## src/rtl/biriscv_issue_scoreboard.sv

```systemverilog
// Issue-stage register scoreboard for a dual-pipe RISC-V core.
//
// Tracks destination registers of long-latency instructions (loads, multiplies and
// divides) and stalls issue of any instruction that reads or overwrites one of them
// before its result is available. Also sequences the out-of-pipe divider.
//
// Ports:
//   clk_i, rst_i             clock, synchronous active-high reset
//   issue_*_i                instruction presented at issue (class flags, ra/rb/rd)
//   pipe_stall_i             pipeline stall; blocks new pending bits only
//   squash_i                 flush of E1/E2; drops all pending state and aborts a divide
//   e2_valid_i / e2_rd_i     result available at E2 (bypassable)
//   wb_valid_i / wb_rd_i     result committed at writeback
//   div_complete_i           divider result returned
//   stall_o                  issue hazard (combinational)
//   div_start_o/div_abort_o  divider launch / cancel pulses
//   div_busy_o               divider in flight
//   div_cycles_o             busy-cycle count of current or last divide (saturating)
//   pending_o                union of all outstanding destination registers
module biriscv_issue_scoreboard #(
  parameter int unsigned SUPPORT_LOAD_BYPASS = 1,
  parameter int unsigned SUPPORT_MUL_BYPASS  = 1
) (
  input  logic        clk_i,
  input  logic        rst_i,
  input  logic        issue_valid_i,
  input  logic        issue_lsu_i,
  input  logic        issue_mul_i,
  input  logic        issue_div_i,
  input  logic        issue_rd_valid_i,
  input  logic [4:0]  issue_ra_i,
  input  logic [4:0]  issue_rb_i,
  input  logic [4:0]  issue_rd_i,
  input  logic        pipe_stall_i,
  input  logic        squash_i,
  input  logic        e2_valid_i,
  input  logic [4:0]  e2_rd_i,
  input  logic        wb_valid_i,
  input  logic [4:0]  wb_rd_i,
  input  logic        div_complete_i,
  output logic        stall_o,
  output logic        div_start_o,
  output logic        div_abort_o,
  output logic        div_busy_o,
  output logic [15:0] div_cycles_o,
  output logic [31:0] pending_o
);

  typedef enum logic {StIdle, StBusy} div_state_e;

  div_state_e  state_q, state_d;
  logic [31:0] pend_e2_q, pend_e2_d;
  logic [31:0] pend_wb_q, pend_wb_d;
  logic [4:0]  div_rd_q, div_rd_d;
  logic        div_pend_q, div_pend_d;
  logic [15:0] div_cycles_q, div_cycles_d;

  logic [31:0] div_vec;
  logic [31:0] pend_all;
  logic [31:0] set_e2, set_wb, clr_e2, clr_wb;
  logic        fire;
  logic        div_fire;

  // Hazard map is built from registered state only, so a clear in the current
  // cycle releases the stall one cycle later.
  always_comb begin
    div_vec = '0;
    if (div_pend_q) begin
      div_vec[div_rd_q] = 1'b1;
    end
    pend_all = (pend_e2_q | pend_wb_q | div_vec) & ~32'd1;
  end

  assign pending_o = pend_all;

  assign stall_o = issue_valid_i &
                   (pend_all[issue_ra_i] | pend_all[issue_rb_i] |
                    (issue_rd_valid_i & pend_all[issue_rd_i]) |
                    (issue_div_i & div_busy_o));

  assign fire     = issue_valid_i & ~stall_o & ~pipe_stall_i & ~squash_i;
  assign div_fire = fire & issue_div_i;

  // Pending-bit set/clear masks; set wins over a clear of the same bit.
  always_comb begin
    set_e2 = '0;
    set_wb = '0;
    clr_e2 = '0;
    clr_wb = '0;
    if (fire && issue_rd_valid_i && (issue_rd_i != 5'd0)) begin
      if (issue_lsu_i) begin
        if (SUPPORT_LOAD_BYPASS != 0) set_e2[issue_rd_i] = 1'b1;
        else                          set_wb[issue_rd_i] = 1'b1;
      end else if (issue_mul_i) begin
        if (SUPPORT_MUL_BYPASS != 0) set_e2[issue_rd_i] = 1'b1;
        else                         set_wb[issue_rd_i] = 1'b1;
      end
    end
    if (e2_valid_i) clr_e2[e2_rd_i] = 1'b1;
    if (wb_valid_i) clr_wb[wb_rd_i] = 1'b1;
  end

  always_comb begin
    if (squash_i) begin
      pend_e2_d = '0;
      pend_wb_d = '0;
    end else begin
      pend_e2_d = ((pend_e2_q & ~clr_e2) | set_e2) & ~32'd1;
      pend_wb_d = ((pend_wb_q & ~clr_wb) | set_wb) & ~32'd1;
    end
  end

  // Divider destination tracking and busy-cycle counter.
  always_comb begin
    div_rd_d     = div_rd_q;
    div_pend_d   = div_pend_q;
    div_cycles_d = div_cycles_q;
    if (div_fire) begin
      div_rd_d   = issue_rd_valid_i ? issue_rd_i : 5'd0;
      div_pend_d = 1'b1;
    end else if (squash_i) begin
      div_pend_d = 1'b0;
    end else if (div_busy_o && div_complete_i) begin
      div_pend_d = 1'b0;
    end
    if (div_fire) begin
      div_cycles_d = 16'd0;
    end else if (div_busy_o && (div_cycles_q != 16'hffff)) begin
      div_cycles_d = div_cycles_q + 16'd1;
    end
  end

  // Divider FSM: next state.
  always_comb begin
    state_d = state_q;
    unique case (state_q)
      StIdle: if (div_fire) state_d = StBusy;
      StBusy: if (div_complete_i || squash_i) state_d = StIdle;
      default: state_d = StIdle;
    endcase
  end

  // Divider FSM: outputs. Pulses are suppressed while reset is asserted.
  always_comb begin
    div_busy_o  = (state_q == StBusy);
    div_start_o = div_fire & ~rst_i;
    div_abort_o = squash_i & (state_q == StBusy) & ~div_complete_i & ~rst_i;
  end

  assign div_cycles_o = div_cycles_q;

  // Divider FSM state register and scoreboard state.
  always_ff @(posedge clk_i) begin
    if (rst_i) begin
      state_q      <= StIdle;
      pend_e2_q    <= '0;
      pend_wb_q    <= '0;
      div_rd_q     <= '0;
      div_pend_q   <= 1'b0;
      div_cycles_q <= '0;
    end else begin
      state_q      <= state_d;
      pend_e2_q    <= pend_e2_d;
      pend_wb_q    <= pend_wb_d;
      div_rd_q     <= div_rd_d;
      div_pend_q   <= div_pend_d;
      div_cycles_q <= div_cycles_d;
    end
  end

endmodule

```

## config.mk

```make
export PLATFORM = sky130hd
export DESIGN_NAME = biriscv_issue_scoreboard
export DESIGN_NICKNAME = d
export VERILOG_FILES = /design/src/rtl/biriscv_issue_scoreboard.sv
export SDC_FILE = /design/constraint.sdc
export NUM_CORES = 1
export LEC_CHECK = 0
export CORE_ASPECT_RATIO = 1.75
export CORE_MARGIN = 2
export CORE_UTILIZATION = 55
export CTS_BUF_LIST = sky130_fd_sc_hd__clkbuf_8
export DETAILED_ROUTE_END_ITERATION = 12
export PLACE_DENSITY_LB_ADDON = 0.3
export REMOVE_ABC_BUFFERS = 1
export SLEW_MARGIN = 20
export SYNTH_ARGS = -nofsm -noshare
export SYNTH_HDL_FRONTEND = slang
export SYNTH_SLANG_ARGS = --single-unit
```

## constraint.sdc

```tcl
create_clock -name clk_i -period 2.95 [get_ports clk_i]
set_input_delay 0.4425 -clock clk_i [delete_from_list [all_inputs] [get_ports clk_i]]
set_output_delay 0.4425 -clock clk_i [all_outputs]
set_load 0.03 [all_outputs]
```

==> results <==
[what timing repair did]
action,CTS,global route
endpoints found under the setup margin,24,52
buffers inserted,1,8
gates resized for setup,19,50
pin swaps,5,10
cloned,0,1
[synthesized netlist by cell type (4+ instances only)]
cell type	n
inv_1	10
o21ai_0	57
nor4_1	10
buf_4	9
o22ai_1	4
dfxtp_1	85
nor3b_1	9
nor2b_1	4
xnor2_1	6
nor3_1	31
nand3_1	14
o2111ai_1	7
nand2b_1	7
o211ai_1	66
nor2_1	66
buf_2	15
nand4b_1	5
o21ai_1	5
nand2_1	70
nand4_1	4
a21oi_1	46
nand3b_1	8
clkbuf_1	25
o31ai_1	17
xor2_1	12
[placed cells by master (no fill, tap or decap), drive strengths merged, types with 4 or more instances in the layout]
master / count
nand3b: 8
xor2: 12
o21ai: 63
nor4: 10
nand2: 70
a2111oi: 4
or2: 4
nor3b: 9
o22ai: 4
nand3: 14
nor3: 31
nand4b: 6
buf: 150
xnor2: 6
nor2b: 4
or3: 4
dfxtp: 85
o2111ai: 7
nand2b: 9
a21oi: 46
nand4: 6
clkbuf: 10
or3b: 4
inv: 15
nor2: 66
clkdlybuf4s50: 81
o41ai: 5
o31ai: 20
o211ai: 66
[sequential cells by signal (all words and copies together) (netlist names)]
signal	cells
pend_e2_q	31
pend_wb_q	31
div_cycles_o	16
div_rd_q	5
div_busy_o	1
div_pend_q	1
[per-stage QoR]
step | hold slack [ns] | setup slack (ns)
after floorplan | 0.4124 | -0.7121
after global routing | 0.4544 | -0.4049
final | 0.4406 | -0.3198
after CTS | 0.4412 | -0.3834
after detailed placement | 0.4254 | -0.4471
after global placement | 0.4215 | -0.4231
[path summary, 6_finish.rpt]
| path | from | to | depth (start not counted) |
|---|---|---|---|
| max | issue_rd_i[0] | div_start_o | 10 |
| min | pend_wb_q[25] | pend_wb_q[25] | 2 |
| max reg2reg | div_rd_q[4] | pend_e2_q[3] | 14 |
| min reg2reg | pend_wb_q[25] | pend_wb_q[25] | 2 |
[area by class of cell]
| class | count | area (µm²) | area share (%) |
|---|---|---|---|
| inverter | 11 | 41.29 | 0.5375 |
| timing repair buffer | 236 | 2142 | 27.89 |
| clock inverter | 7 | 86.33 | 1.124 |
| sequential | 85 | 1707 | 22.22 |
| clock buffer | 9 | 123.9 | 1.613 |
| tap | 122 | 152.6 | 1.987 |
| multi-input combinational | 519 | 3428 | 44.63 |
[cell families after synthesis]
kind of cell | count (synthesis) | share of synthesized area (%)
other | 1 | 0.07210
xor gates and xnor gates | 18 | 3.031
buffers and inverters | 63 | 5.845
DFF | 85 | 32.72
AOI/OAI and AO/OA | 233 | 29.85
muxes | 4 | 1.251
and+or+nand+nor | 262 | 26.99
adders and majority gates | 1 | 0.2405
[worst reg2reg max path, cell delays in order (launching register included)]
cell,delay (ns)
dfxtp_2,0.33
buf_4,0.15
buf_4,0.15
nand4_2,0.14
buf_4,0.16
o21ai_0,0.08
buf_4,0.16
o211ai_1,0.27
a32oi_1,0.11
o21ai_1,0.13
buf_4,0.14
nand4_4,0.12
or3_4,0.47
buf_12,0.17
o31ai_1,0.22
[report_power, final]
part | internal [µW] | switching (µW) | leakage, µW
combinational | 207 | 249 | 0.00206
clock | 413 | 505 | 0.000105
sequential | 1150 | 1.51 | 0.000686
[layer usage]
layer | up-vias | share of wire, % | global-route usage (%)
met5 | - | 0 | 0
met4 | 0 | 9.3 | 34.33
met3 | 141 | 7.9 | 8.868
met2 | 450 | 50 | 71.64
met1 | 3009 | 33 | 42.87
li1 | 2883 | - | -
==> run summary <==
The flow ran to the end, but the final reports show violations. The checks that failed: setup timing. The initial DRC count is 628. The vertical extent of the die came out at 132.6 µm. The critical path goes through clkdlybuf4s50_1 -> and2_1 -> nand4b_1 -> o21ai_0 -> nor4_1 -> a41oi_2 -> nand4_4 -> or2_1 -> nor2_1 -> buf_4. The clock input transition at the sequential cells of the worst setup and hold paths came out at 0.09 ns. The synthesized area divided by synthesized cell count is 7.798 µm². The summed instance area of the synthesized netlist is 5201 µm². The worst setup path is launched from a primary input. The final hold violation count is 0. The final net count is 900. The final wirelength came out at 22,390 µm. For this design, the slowest cell found on the critical path is clkdlybuf4s50_1. The largest stage delay on the critical path is 0.61 ns. In this run the number of H-tree levels came out at 3. After synthesis, the cell types taking the most area are dfxtp_1 33%, o211ai_1 9.5%, o21ai_0 5.5%, nand2_1 5.1%, nor2_1 4.8%. The portion of the clock cycle consumed by the worst path in the final layout is 110.8%. The I/O pin count is 89.

The area fraction of the dominant cell type after synthesis came out at 32.72%. STA classifies the critical path endpoint as a primary output. Buffers inserted during clock tree synthesis total 9. The floorplan has 47 rows. The length of the first detailed-routing pass in iterations came out at 7. In this run, distinct cell masters in the synthesized netlist total 73. The global router's overall resource usage came out at 41.81%.

Summing all placed instances gives a cell area of 7108 µm². The count of buffers inserted at the top-level ports is 87. Data arrives at the worst endpoint at 2.83 ns.

The overall die area is 10,280 µm². The largest net degree at the start of global routing came out at 65. Power comes to 2523 µW. The leakage power came out at 0.002848 µW. The min-delay analysis places its worst path in the category flip-flop to flip-flop. Summed over all failing endpoints, the final setup total negative slack is -0.6388 ns.

The ratio of routed vias to standard cells came out at 6.555. The antenna diode count came out at 0. The area of the core region is 9350 µm². The gate count of the mapped netlist is 667. The async set-or-reset flop fraction in the synthesized netlist came out at 0%.

The number of buffers and inverters on the critical path is 2. The fraction of layout cells with a size suffix above 1 is 26.07%. For this configuration, the core starts out at a cell density of 55.63%. The maximum number of buffers from clock root to sink came out at 2. The maximum frequency from static timing analysis is 0.3058 GHz. The total count of max-transition violations in the final report came out at 0. The via count of the first global-routing pass is 6,357. The number of sinks handled by clock tree synthesis came out at 85. The count of flip-flops with a built-in enable after synthesis is 0.

The final cell count without fillers is 989. For flop-to-flop paths, the worst setup slack is 0.08 ns. The final-report setup violation count is 2. TritonCTS built the clock tree. The first global-routing pass estimated 33,050 µm of wire. The worst clock skew is 0.01654 ns.

The proportion of synthesized chip area in sequential cells came out at 32.72%. The initial antenna violation count came out at 0. The cell family contributing the most delay on the critical path is simple AND/OR/NAND/NOR gates. The final critical-path required period came out at 3.270 ns. The worst slew slack as a fraction of its limit is 48.14%. The register bit count reported by yosys is 85. The total of max-cap violations came out at 0. For this run, the number of Yosys warnings is 0.

Summed over all instances, the cell type with the most area after synthesis is dfxtp_1. The routability congestion estimate is 1.088. The later-pin clock latency in the skew report came out at 0.38 ns. The post-route antenna net violation count is 0.

The post-route cell area is 7681 µm². The prevailing post-synth register cell is dfxtp_1. The layout overhead on the synthesized area came out at 47.68%.

After detailed routing, the average wire length per cell comes to 22.64 µm. Setup repair after global routing could not meet its margin everywhere. The count of vias placed by the detailed router came out at 6,483.

The floorplan step set the die width to 77.51 µm. The actual transition at the worst max-transition pin is 0.7750 ns. The instance count after placement with tap cells included came out at 963. Across all setup checks in the final design, the least slack found is -0.3198 ns.

The peak supply drop is 414.2 µV. The number of hold buffers added after CTS was 0. The data required time of the critical path came out at 2.51 ns.

The layout filler cell count is 601. The total overflow reported by the global router came out at 0. Along the worst path, the maximum fanout reaches 5. The worst setup path is of the primary input to primary output kind. The power density normalized to cell area is 328.4 nW/µm². Detailed placement ended at an HPWL of 17,150 µm. The number of design rule violations left after detail routing came out at 0.

The tree is rooted in a clkbuf_8. The fraction of the core area covered by cells at the end of the flow is 82.15%.
(Power assumes the default switching activity.)
